### src/rtl/bc_score_sequencer.sv
// Bulls & Cows scoring controller: distinct-digit check, serial scoring,
// turn alternation, per-player turn counts and winner latch.
//
// Ports:
//   clock, reset (async, active-low), clear (sync new-game clear)
//   start/player/guess      : scoring request from the game FSM
//   secret_p1/secret_p2     : player secrets (each scores the other's guess)
//   busy/done/wrong_turn    : handshake and rejection pulse
//   invalid/bulls/cows      : result of the last request
//   next_player/win/winner  : turn and game state
//   turns_p1/turns_p2       : saturating valid-guess counts
module bc_score_sequencer #(
    parameter int DIGITS    = 4,
    parameter int DW        = 4,
    parameter int MAX_TURNS = 15
) (
    input  logic                 clock,
    input  logic                 reset,
    input  logic                 clear,
    input  logic                 start,
    input  logic                 player,
    input  logic [DIGITS*DW-1:0] guess,
    input  logic [DIGITS*DW-1:0] secret_p1,
    input  logic [DIGITS*DW-1:0] secret_p2,
    output logic                 busy,
    output logic                 done,
    output logic                 invalid,
    output logic                 wrong_turn,
    output logic [2:0]           bulls,
    output logic [2:0]           cows,
    output logic                 next_player,
    output logic                 win,
    output logic                 winner,
    output logic [3:0]           turns_p1,
    output logic [3:0]           turns_p2
);

    localparam int IW = (DIGITS > 1) ? $clog2(DIGITS) : 1;

    typedef enum logic [1:0] {
        IDLE,
        CHECK,
        SCORE,
        REPORT
    } state_t;

    state_t state, state_n;

    logic [DIGITS*DW-1:0] g_reg;
    logic [DIGITS*DW-1:0] s_reg;
    logic                 p_reg;
    logic [IW-1:0]        idx;
    logic [2:0]           bacc;
    logic [2:0]           cacc;

    logic [DW-1:0] g_d [DIGITS];
    logic [DW-1:0] s_d [DIGITS];
    logic [IW-1:0] pos;
    logic [DW-1:0] g_dig;
    logic          hit;
    logic          cow_hit;
    logic          dup;
    logic          accept;
    logic          last;
    logic [2:0]    bull_sum;
    logic [2:0]    cow_sum;

    assign busy = (state != IDLE);
    assign done = (state == REPORT);

    always_comb begin
        state_n  = state;
        hit      = 1'b0;
        cow_hit  = 1'b0;
        dup      = 1'b0;
        for (int i = 0; i < DIGITS; i++) begin
            g_d[i] = g_reg[i*DW +: DW];
            s_d[i] = s_reg[i*DW +: DW];
        end
        // idx walks digits MSB-first
        pos   = IW'(DIGITS - 1) - idx;
        g_dig = g_d[pos];
        hit   = (g_dig == s_d[pos]);
        for (int j = 0; j < DIGITS; j++) begin
            if ((IW'(j) != pos) && (s_d[j] == g_dig)) begin
                cow_hit = 1'b1;
            end
        end
        for (int i = 0; i < DIGITS; i++) begin
            for (int j = i + 1; j < DIGITS; j++) begin
                if (g_d[i] == g_d[j]) begin
                    dup = 1'b1;
                end
            end
        end
        bull_sum = bacc + {2'b00, hit};
        cow_sum  = cacc + {2'b00, (!hit && cow_hit)};
        last     = (idx == IW'(DIGITS - 1));
        accept   = start && (player == next_player) && !win;

        unique case (state)
            IDLE:   if (accept) state_n = CHECK;
            CHECK:  state_n = dup ? REPORT : SCORE;
            SCORE:  if (last) state_n = REPORT;
            REPORT: state_n = IDLE;
            default: state_n = IDLE;
        endcase
    end

    always_ff @(posedge clock or negedge reset) begin
        if (!reset) begin
            state       <= IDLE;
            g_reg       <= '0;
            s_reg       <= '0;
            p_reg       <= 1'b0;
            idx         <= '0;
            bacc        <= '0;
            cacc        <= '0;
            invalid     <= 1'b0;
            wrong_turn  <= 1'b0;
            bulls       <= '0;
            cows        <= '0;
            next_player <= 1'b0;
            win         <= 1'b0;
            winner      <= 1'b0;
            turns_p1    <= '0;
            turns_p2    <= '0;
        end else if (clear) begin
            state       <= IDLE;
            idx         <= '0;
            bacc        <= '0;
            cacc        <= '0;
            invalid     <= 1'b0;
            wrong_turn  <= 1'b0;
            bulls       <= '0;
            cows        <= '0;
            next_player <= 1'b0;
            win         <= 1'b0;
            winner      <= 1'b0;
            turns_p1    <= '0;
            turns_p2    <= '0;
        end else begin
            state      <= state_n;
            wrong_turn <= (state == IDLE) && start && !accept;
            unique case (state)
                IDLE: begin
                    if (accept) begin
                        g_reg <= guess;
                        s_reg <= player ? secret_p1 : secret_p2;
                        p_reg <= player;
                        idx   <= '0;
                        bacc  <= '0;
                        cacc  <= '0;
                    end
                end
                CHECK: begin
                    // results are loaded on entry to REPORT so they are
                    // already valid in the done cycle
                    if (dup) begin
                        invalid <= 1'b1;
                        bulls   <= '0;
                        cows    <= '0;
                    end
                end
                SCORE: begin
                    bacc <= bull_sum;
                    cacc <= cow_sum;
                    idx  <= last ? '0 : idx + 1'b1;
                    if (last) begin
                        invalid <= 1'b0;
                        bulls   <= bull_sum;
                        cows    <= cow_sum;
                        if (p_reg) begin
                            if (turns_p2 != 4'(MAX_TURNS))
                                turns_p2 <= turns_p2 + 4'd1;
                        end else begin
                            if (turns_p1 != 4'(MAX_TURNS))
                                turns_p1 <= turns_p1 + 4'd1;
                        end
                        if (bull_sum == 3'(DIGITS)) begin
                            win    <= 1'b1;
                            winner <= p_reg;
                        end else begin
                            next_player <= ~p_reg;
                        end
                    end
                end
                REPORT: begin
                end
                default: begin
                end
            endcase
        end
    end

endmodule
### config.mk
export PLATFORM = sky130hd
export DESIGN_NAME = bc_score_sequencer
export DESIGN_NICKNAME = d
export VERILOG_FILES = /design/src/rtl/bc_score_sequencer.sv
export SDC_FILE = /design/constraint.sdc
export NUM_CORES = 1
export LEC_CHECK = 0
export BUFFER_PORTS_ARGS = -buffer_cell sky130_fd_sc_hd__buf_4
export CAP_MARGIN = 30
export CORE_MARGIN = 10
export CORE_UTILIZATION = 29
export CTS_CLUSTER_DIAMETER = 60
export DETAILED_ROUTE_END_ITERATION = 8
export GPL_ROUTABILITY_DRIVEN = 0
export HOLD_SLACK_MARGIN = 0.05
export PLACE_DENSITY_LB_ADDON = 0.25
export SLEW_MARGIN = 5
export SYNTH_ARGS = -nofsm -noshare
export SYNTH_HDL_FRONTEND = slang
export SYNTH_SLANG_ARGS = --single-unit
### constraint.sdc
create_clock -name clock -period 4.52 [get_ports clock]
set_input_delay 0.452 -clock clock [delete_from_list [all_inputs] [get_ports clock]]
set_output_delay 0.452 -clock clock [all_outputs]
set_load 0.05 [all_outputs]
==> results.toml, run 1 <==
[route]
drt_iter0_drc = 120
drt-total-wl_mm = 8.60
vias = 2598
antenna_left = 0
dr.pass1.iters = 4
via_per_inst = 4.51
drcViolationCount = 0
wl_per_cell_um = 14.9

[clock_network]
ctsLongestPathBuffers = 2
cts.sinks = 62
cts-root-buf = "clkbuf_16"
clk-insertion-delay-late_ns = 0.34
path_clk_slew_ns = 0.05
cts_htree_levels = 3
cts_tree = "built"
cts_buffers = 9
cts_resized = 0
cts_hold_buffers = 0
postCtsSetupRepairBufs = 0

[yosys]
yosysUniqueCellTypes = 40
synth_top_cell_area_share_pct = 42.4
ys_top_cells_by_count = "62 x dfrtp_1, 35 x xor2_1, 29 x nor2_1"
synth.avg_cell_area_um2 = 11.0
yosysWarningCount = 0
post-synth-top-count-cell = "dfrtp_1"
ys_seq_elements = 62
synthArstFlopShare_pct = 100
synthesis.area_mm2 = 0.00366
synth_nets = 401
ys_seq_area_share_pct = 42.4
synth_edf_count = 0
syn_inst = 334
synth_top_area_cell = "dfrtp_1"
synth-main-ff-cell = "dfrtp_1"
synth_area_leaders = "dfrtp_1 42%, xor2_1 8.4%, mux2i_1 6.6%, ha_1 4.8%, mux2_2 4.0%"

[worst_setup_path]
worst_setup_path_end_kind = "register"
critPathSlowestCell = "mux4_1"
r2r_setup_slack_ns = 1.03
crit_type = "register to register"
cp_top_family = "multiplexers"
critPathArrivalTime_ns = 3.70
cp_data_required_time_ns = 4.74
worstSetupStartpointType = "register"
ff2ff_path_depth = 10
worstReg2RegEnd = "winner$_DFFE_PN0P_"
r2r_start = "idx[0]$_DFFE_PN0P_"
crit_chain = "mux4_1 -> xor2_1 -> nor4_2 -> ha_1 -> ha_1 -> xor2_1 -> nor3b_1 -> nand3_1 -> mux2i_1 -> nor2_1"
max_stage_delay_ns = 0.79
cp_num_buf_inv = 0
worst-path-max-fanout = 13

[pwr]
power_density_mw_per_mm2 = 596
finalPower_mw = 2.79
p_leak_nw = 2.13
ir_drop_mv = 0.299

[global_route]
overflow = 0
grt_usage_pct = 10.1
grt_max_degree = 63
grt_pass1_wl_mm = 14.4
grt_pass1_vias = 2896
antenna_found_initial = 0

[sta]
finalSetupViolCount = 0
rsz0062_at_grt = "no"
relSlewSlack_pct = 44.5
finalHoldViolCount = 0
skew_ns = 0.00772
fin_hold_ws_ns = 0.197
slew_viol_final = 0
layout_min_cycle_time_ns = 3.49
fmax_mhz = 287
setup-tns-final_ns = 0
fin_crit_sh_pct = 77.1
fin_ws_ns = 1.03
worst-slew-pin-transition_ns = 0.827

[floorplan]
rows = 40
dieArea_mm2 = 0.0175
start_util_pct = 30.1
core_mm2 = 0.0122
dieWidth_um = 132
boundaryPins = 74
die_h_um = 132

[place]
dp.final_hpwl_mm = 6.51
pre_cts_ws_ns = 1.01
port_buffers = 73

[layout]
fillers = 1207
diodes = 0
drive_gt1_share_pct = 27.7
syn2layout_area_growth_pct = 27.9
nets = 470

[status]
status = "completed"

[job]
cap_violations = 0

[worst_hold_path]
min_path_type = "primary input to async pin"
## worst register-to-register path, delay by kind of cell (launching register included)
family / cells / cell delay (ns)
muxes: 2 / 0.96
and+or+nand+nor: 4 / 0.89
DFF: 1 / 0.70
xor gates and xnor gates: 2 / 0.41
adders and majority gates: 2 / 0.41
## how the worst max path moves through the flow
stage | from | to | cells past startpoint
3_3_place_gp | idx[0]$_DFFE_PN0P_ | winner$_DFFE_PN0P_ | 10
2_1_floorplan | idx[0]$_DFFE_PN0P_ | winner$_DFFE_PN0P_ | 11
5_1_grt | idx[0]$_DFFE_PN0P_ | winner$_DFFE_PN0P_ | 10
6_report | idx[0]$_DFFE_PN0P_ | winner$_DFFE_PN0P_ | 10
3_5_place_dp | idx[0]$_DFFE_PN0P_ | winner$_DFFE_PN0P_ | 10
4_1_cts | idx[0]$_DFFE_PN0P_ | winner$_DFFE_PN0P_ | 10
## placed cells by master (no fill, tap or decap), types with 2 or more instances in the layout
cell	instances
or3_1	2
mux4_1	5
clkbuf_8	3
nor4_2	3
nor4_1	6
buf_4	74
bufinv_16	2
mux2_2	13
nor2b_1	2
nand2b_1	14
nand3_1	3
clkbuf_16	9
nand2_1	19
ha_1	14
mux2_1	5
a21oi_1	22
dfrtp_1	62
nand4_1	3
mux4_2	3
o21ai_1	6
mux2i_1	24
nor2_1	29
xor2_1	35
xnor2_1	14
o21ai_0	10
inv_1	9
## layer usage
layer / GRT usage [%] / up-vias / part of all wire [%]
met1: 12.3 / 1236 / 47
met5: 0 / - / 0
met3: 3.77 / 7 / 4.3
met2: 16.2 / 53 / 47
li1: - / 1302 / -
met4: 3.06 / 0 / 1.1
## logic make-up (layout without fill, tap and decap cells)
family	after synthesis	count (layout)	share of synthesized area, %
adder cells (fa/ha/maj)	14	14	4.79
AND/OR/NAND/NOR	85	85	12.0
multiplexers	50	50	17.5
AO/OA/AOI/OAI	47	47	7.49
XOR/XNOR	50	50	12.2
buffers and inverters	26	100	3.62
flip-flops	62	62	42.4
## metrics by stage
step                      utilization, %  area [um2]  instances
after floorplan                        -        3660        334
after global placement              35.6        4340        559
after detailed placement            35.7        4350        560
after CTS                           38.5        4680        576
after global routing                38.5        4680        576
final                               38.5        4680        576
## report_power, final
part | internal (mW) | leakage (nW) | total, mW | switching (mW)
clock | 0.526 | 0.166 | 0.768 | 0.241
sequential | 0.724 | 0.776 | 0.969 | 0.246
combinational | 0.523 | 1.18 | 1.05 | 0.531
## area by class of cell
cell class / count / area (um2) / area share [%]
Clock inverter: 3 / 65.1 / 1.39
Sequential cell: 62 / 1550 / 33.1
Clock buffer: 13 / 270 / 5.77
Tap cell: 168 / 210 / 4.49
Inverter: 9 / 33.8 / 0.722
Timing Repair Buffer: 75 / 567 / 12.1
Multi-Input combinational cell: 246 / 1980 / 42.4
Power figures use the tool's default switching activity.
==> inputs of run 2 (changes only) <==
==> constraint.sdc (replaced) <==
create_clock -name clock -period 2.95 [get_ports clock]
set_input_delay 0.295 -clock clock [delete_from_list [all_inputs] [get_ports clock]]
set_output_delay 0.295 -clock clock [all_outputs]
set_load 0.05 [all_outputs]
==> run 2 against run 1 <==
  * Die area did not move
  * Clock skew fell by 0.0034 ns
  * Register-to-register slack got worse by 0.88 ns
  * Largest power group unchanged
  * Largest cell class unchanged
==> results.toml, run 2 (synthesis results as in run 1) <==
[route]
drt-total-wl_mm = 9.10
dr.pass1.iters = 4
wl_per_cell_um = 15.1
via_per_inst = 4.50
drcViolationCount = 0
drt_iter0_drc = 100
antenna_left = 0
vias = 2706

[clock_network]
clk-insertion-delay-late_ns = 0.32
cts_hold_buffers = 0
cts-root-buf = "clkbuf_16"
cts.sinks = 62
cts_htree_levels = 3
cts_buffers = 9
path_clk_slew_ns = 0.05
cts_tree = "built"
ctsLongestPathBuffers = 2

[sta]
relSlewSlack_pct = 45.2
worst-slew-pin-transition_ns = 0.822
slew_viol_final = 0
fmax_mhz = 358
finalSetupViolCount = 0
fin_ws_ns = 0.155
layout_min_cycle_time_ns = 2.80
skew_ns = 0.00434
setup-tns-final_ns = 0
fin_crit_sh_pct = 94.7
finalHoldViolCount = 0

[floorplan]
dieArea_mm2 = 0.0175
rows = 40
boundaryPins = 74
die_h_um = 132
core_mm2 = 0.0122
start_util_pct = 30.1
dieWidth_um = 132

[layout]
fillers = 1200
final_common_cell = "buf_4"
final_core_util_pct = 40.2
syn2layout_area_growth_pct = 33.7
nets = 498
layout_common_cells = "101 x buf_4, 60 x dfrtp_1, 33 x xor2_1"
stdcell_count = 602
drive_gt1_share_pct = 34.6
diodes = 0

[worst_setup_path]
max_stage_delay_ns = 0.52
crit_type = "register to register"
cp_data_required_time_ns = 3.15
cp_top_family = "multiplexers"
cp_num_buf_inv = 2
crit_chain = "buf_12 -> mux4_2 -> xor2_2 -> nor4_2 -> buf_4 -> ha_4 -> ha_4 -> xor2_2 -> nor3b_2 -> nand3_1 -> mux2i_1 -> nor2_1"
critPathArrivalTime_ns = 3.00
r2r_setup_slack_ns = 0.15
r2r_start = "idx[0]$_DFFE_PN0P_"
worst-path-max-fanout = 6
worst_setup_path_end_kind = "register"
critical_path_depth = 12
critPathSlowestCell = "mux4_2"
worstSetupStartpointType = "register"
ff2ff_path_depth = 12
worstReg2RegEnd = "winner$_DFFE_PN0P_"

[status]
status = "completed"

[place]
pre_cts_ws_ns = -0.0860
dp.cells = 586
port_buffers = 73
dp.final_hpwl_mm = 6.89

[job]
cap_violations = 0

[pwr]
power_density_mw_per_mm2 = 903
ir_drop_mv = 0.375
p_leak_nw = 2.23

[worst_hold_path]
min_path_type = "primary input to async pin"

[global_route]
grt_max_degree = 63
grt_pass1_wl_mm = 15.0
grt_pass1_vias = 2997
overflow = 0
grt_usage_pct = 10.5
antenna_found_initial = 0
[run 2: cell count changes in the layout (fill, tap and decap cells not counted), moves of 3 or more]
cell    delta
ha_1       -3
mux4_1     -3
buf_4     +27
mux4_2     +3
[run 2: how the worst max path moves through the flow]
stage	slack (ns)	endpoint	start
6_report	0.15	winner$_DFFE_PN0P_	idx[0]$_DFFE_PN0P_
5_1_grt	-0.003	winner$_DFFE_PN0P_	idx[0]$_DFFE_PN0P_
4_1_cts	0.03	winner$_DFFE_PN0P_	idx[0]$_DFFE_PN0P_
3_5_place_dp	-0.09	winner$_DFFE_PN0P_	idx[0]$_DFFE_PN0P_
3_3_place_gp	-0.01	winner$_DFFE_PN0P_	idx[0]$_DFFE_PN0P_
2_1_floorplan	0.04	winner$_DFFE_PN0P_	idx[0]$_DFFE_PN0P_
[run 2: per-layer routing]
metal / track usage, % / part of all wire [%]
met4: 2.87 / 0.98
met3: 3.28 / 3.6
met1: 12.7 / 47
met5: 0 / 0
met2: 17.4 / 49
[run 2: what timing repair did]
| action | in CTS | in global routing |
|---|---|---|
| buffers inserted | 0 | 2 |
| pin swaps | 0 | 3 |
| gates resized for setup | 2 | 11 |
| setup endpoints to repair | 2 | 3 |
| hold endpoints to repair | 0 | 0 |
[run 2: report_power, final]
group          internal (mW)  switching [mW]
Combinational           1.05            1.04
Clock                  0.626           0.348
Sequential              1.11           0.241
Total                   2.79            1.63
[run 2: area by class of cell]
| type | count | area [um2] | share of cell area, % |
|---|---|---|---|
| sequential | 62 | 1550 | 31.8 |
| multi-input combinational | 246 | 2020 | 41.3 |
| tap | 168 | 210 | 4.30 |
| clock inverter | 1 | 5.00 | 0.102 |
| clock buffer | 13 | 270 | 5.52 |
| inverter | 9 | 33.8 | 0.691 |
| timing repair buffer | 103 | 798 | 16.3 |
[run 2: metrics by stage]
step                total power, mW  hold WS, ns  area (um2)
floorplan                      2.74    -0.000591        3660
global placement               3.40        0.451        4560
detailed placement             3.42        0.450        4560
CTS                            4.43        0.103        4840
global route                   4.74        0.132        4890
finish                         4.42       0.0602        4890
[run 2: worst reg2reg max path, stage by stage (launching register included)]
cell,delay (ns)
dfrtp_2,0.41
buf_12,0.14
mux4_2,0.53
xor2_2,0.19
nor4_2,0.25
buf_4,0.17
ha_4,0.13
ha_4,0.13
xor2_2,0.15
nor3b_2,0.20
nand3_1,0.15
mux2i_1,0.17
nor2_1,0.05
==> inputs of run 3 (changes only) <==
--- a/config.mk
+++ b/config.mk
@@ -8,7 +8,7 @@
 export BUFFER_PORTS_ARGS = -buffer_cell sky130_fd_sc_hd__buf_4
 export CAP_MARGIN = 30
 export CORE_MARGIN = 10
-export CORE_UTILIZATION = 29
+export CORE_UTILIZATION = 50
 export CTS_CLUSTER_DIAMETER = 60
 export DETAILED_ROUTE_END_ITERATION = 8
 export GPL_ROUTABILITY_DRIVEN = 0
==> constraint.sdc (replaced) <==
create_clock -name clock -period 2.95 [get_ports clock]
set_input_delay 0.59 -clock clock [delete_from_list [all_inputs] [get_ports clock]]
set_output_delay 0.59 -clock clock [all_outputs]
set_load 0.05 [all_outputs]
==> run 3 against run 2 <==
  * Utilization grew 26 points
  * Design area is 3.1% lower
  * Clock power fell by 21%
  * Largest cell class unchanged
  * Combinational power is essentially flat
  * First-iteration DRC count is 70% higher
  * Die area fell by 36%
  * Via count up 4.0%
  * Sequential power about the same
  * Power fell by 4.1%
  * Critical path depth fell by 1
  * Largest power group unchanged
==> results.toml, run 3 (synthesis results as in run 1) <==
[status]
status = "completed"

[sta]
finalSetupViolCount = 0
skew_ns = 0.0103
slew_viol_final = 0
fin_crit_sh_pct = 96.9
fin_ws_ns = 0.0927
layout_min_cycle_time_ns = 2.86
fmax_mhz = 350
finalHoldViolCount = 0
fin_hold_ws_ns = 0.323
rsz0062_at_grt = "yes"
worst-slew-pin-transition_ns = 0.776
setup-tns-final_ns = 0
relSlewSlack_pct = 48.3

[route]
drt_iter0_drc = 170
drcViolationCount = 0
via_per_inst = 5.23
antenna_left = 0
vias = 2813
drt-total-wl_mm = 8.71
wl_per_cell_um = 16.2
dr.pass1.iters = 5

[worst_setup_path]
critPathSlowestCell = "mux4_2"
crit_type = "register to register"
cp_data_required_time_ns = 3.18
crit_chain = "buf_6 -> mux4_2 -> xor2_1 -> nor4_2 -> ha_2 -> ha_4 -> xor2_2 -> nor3b_4 -> nand3_2 -> mux2i_1 -> nor2_1"
cp_top_family = "simple AND/OR/NAND/NOR gates"
worst-path-max-fanout = 4
worst_setup_path_end_kind = "register"
critPathArrivalTime_ns = 3.09
max_stage_delay_ns = 0.53
cp_num_buf_inv = 1
worstSetupStartpointType = "register"

[pwr]
finalPower_mw = 4.24
p_leak_nw = 2.20
ir_drop_mv = 0.318
power_density_mw_per_mm2 = 894

[global_route]
overflow = 0
antenna_found_initial = 0
grt_max_degree = 63
grt_pass1_vias = 2986
grt_usage_pct = 15.8
grt_pass1_wl_mm = 14.5

[layout]
layout_common_cells = "104 x buf_4, 61 x dfrtp_1, 34 x xor2_1"
syn2layout_area_growth_pct = 29.5
diodes = 0
drive_gt1_share_pct = 34.9
final_common_cell = "buf_4"
final_core_util_pct = 66.0
nets = 501
stdcell_count = 538
final_area_mm2 = 0.00474

[place]
dp.final_hpwl_mm = 6.59
post_dp_cell_area_mm2 = 0.00446
port_buffers = 73
pre_cts_ws_ns = -0.107
dp.cells = 517

[clock_network]
path_clk_slew_ns = 0.07
ctsLongestPathBuffers = 2
cts-root-buf = "clkbuf_8"
cts.sinks = 62
cts_htree_levels = 3
cts_buffers = 9
cts_tree = "built"
clk-insertion-delay-late_ns = 0.34

[floorplan]
die_h_um = 106
core_mm2 = 0.00718
dieArea_mm2 = 0.0111
boundaryPins = 74
rows = 31
dieWidth_um = 106
start_util_pct = 51.0

[job]
cap_violations = 0

[worst_hold_path]
min_path_type = "primary input to async pin"
[run 3: repair_timing]
item                       4_1_cts  5_1_grt
hold buffers                     0        0
buffers inserted                 3        2
setup endpoints to repair        3        4
hold endpoints to repair         0        0
gates cloned                     0        0
resized for setup                1       12
pin swaps                        1        3
[run 3: metal layers]
layer,up-vias,track usage [%],share of wire (%)
met1,1355,20.0,46
met4,0,5.42,1.8
met3,15,5.85,6.3
met2,75,24.4,46
met5,-,0,0
li1,1368,-,-
[run 3: final timing paths]
check	start	to	slack, ns	cells after the start
max	idx[0]$_DFFE_PN0P_	winner$_DFFE_PN0P_	0.09	11
min	reset	g_reg[6]$_DFFE_PN0P_	0.32	1
max reg2reg	idx[0]$_DFFE_PN0P_	winner$_DFFE_PN0P_	0.09	11
min reg2reg	bacc[0]$_DFFE_PN0P_	bacc[0]$_DFFE_PN0P_	0.50	2
max in group asynchronous	reset	idx[0]$_DFFE_PN0P_	2.08	1
min in group clock	guess[0]	g_reg[0]$_DFFE_PN0P_	0.46	2
[run 3: layout make-up]
class / count / area [um2]
Inverter: 9 / 33.8
Clock inverter: 3 / 42.5
Clock buffer: 13 / 159
Timing Repair Buffer: 106 / 812
Sequential cell: 62 / 1550
Fill cell: 574 / 2440
Tap cell: 99 / 124
Multi-Input combinational cell: 246 / 2010
[run 3: power breakdown]
| part | internal (mW) | switching [mW] |
|---|---|---|
| clock network | 0.436 | 0.333 |
| logic | 1.04 | 1.07 |
| registers | 1.11 | 0.253 |
| total | 2.58 | 1.65 |
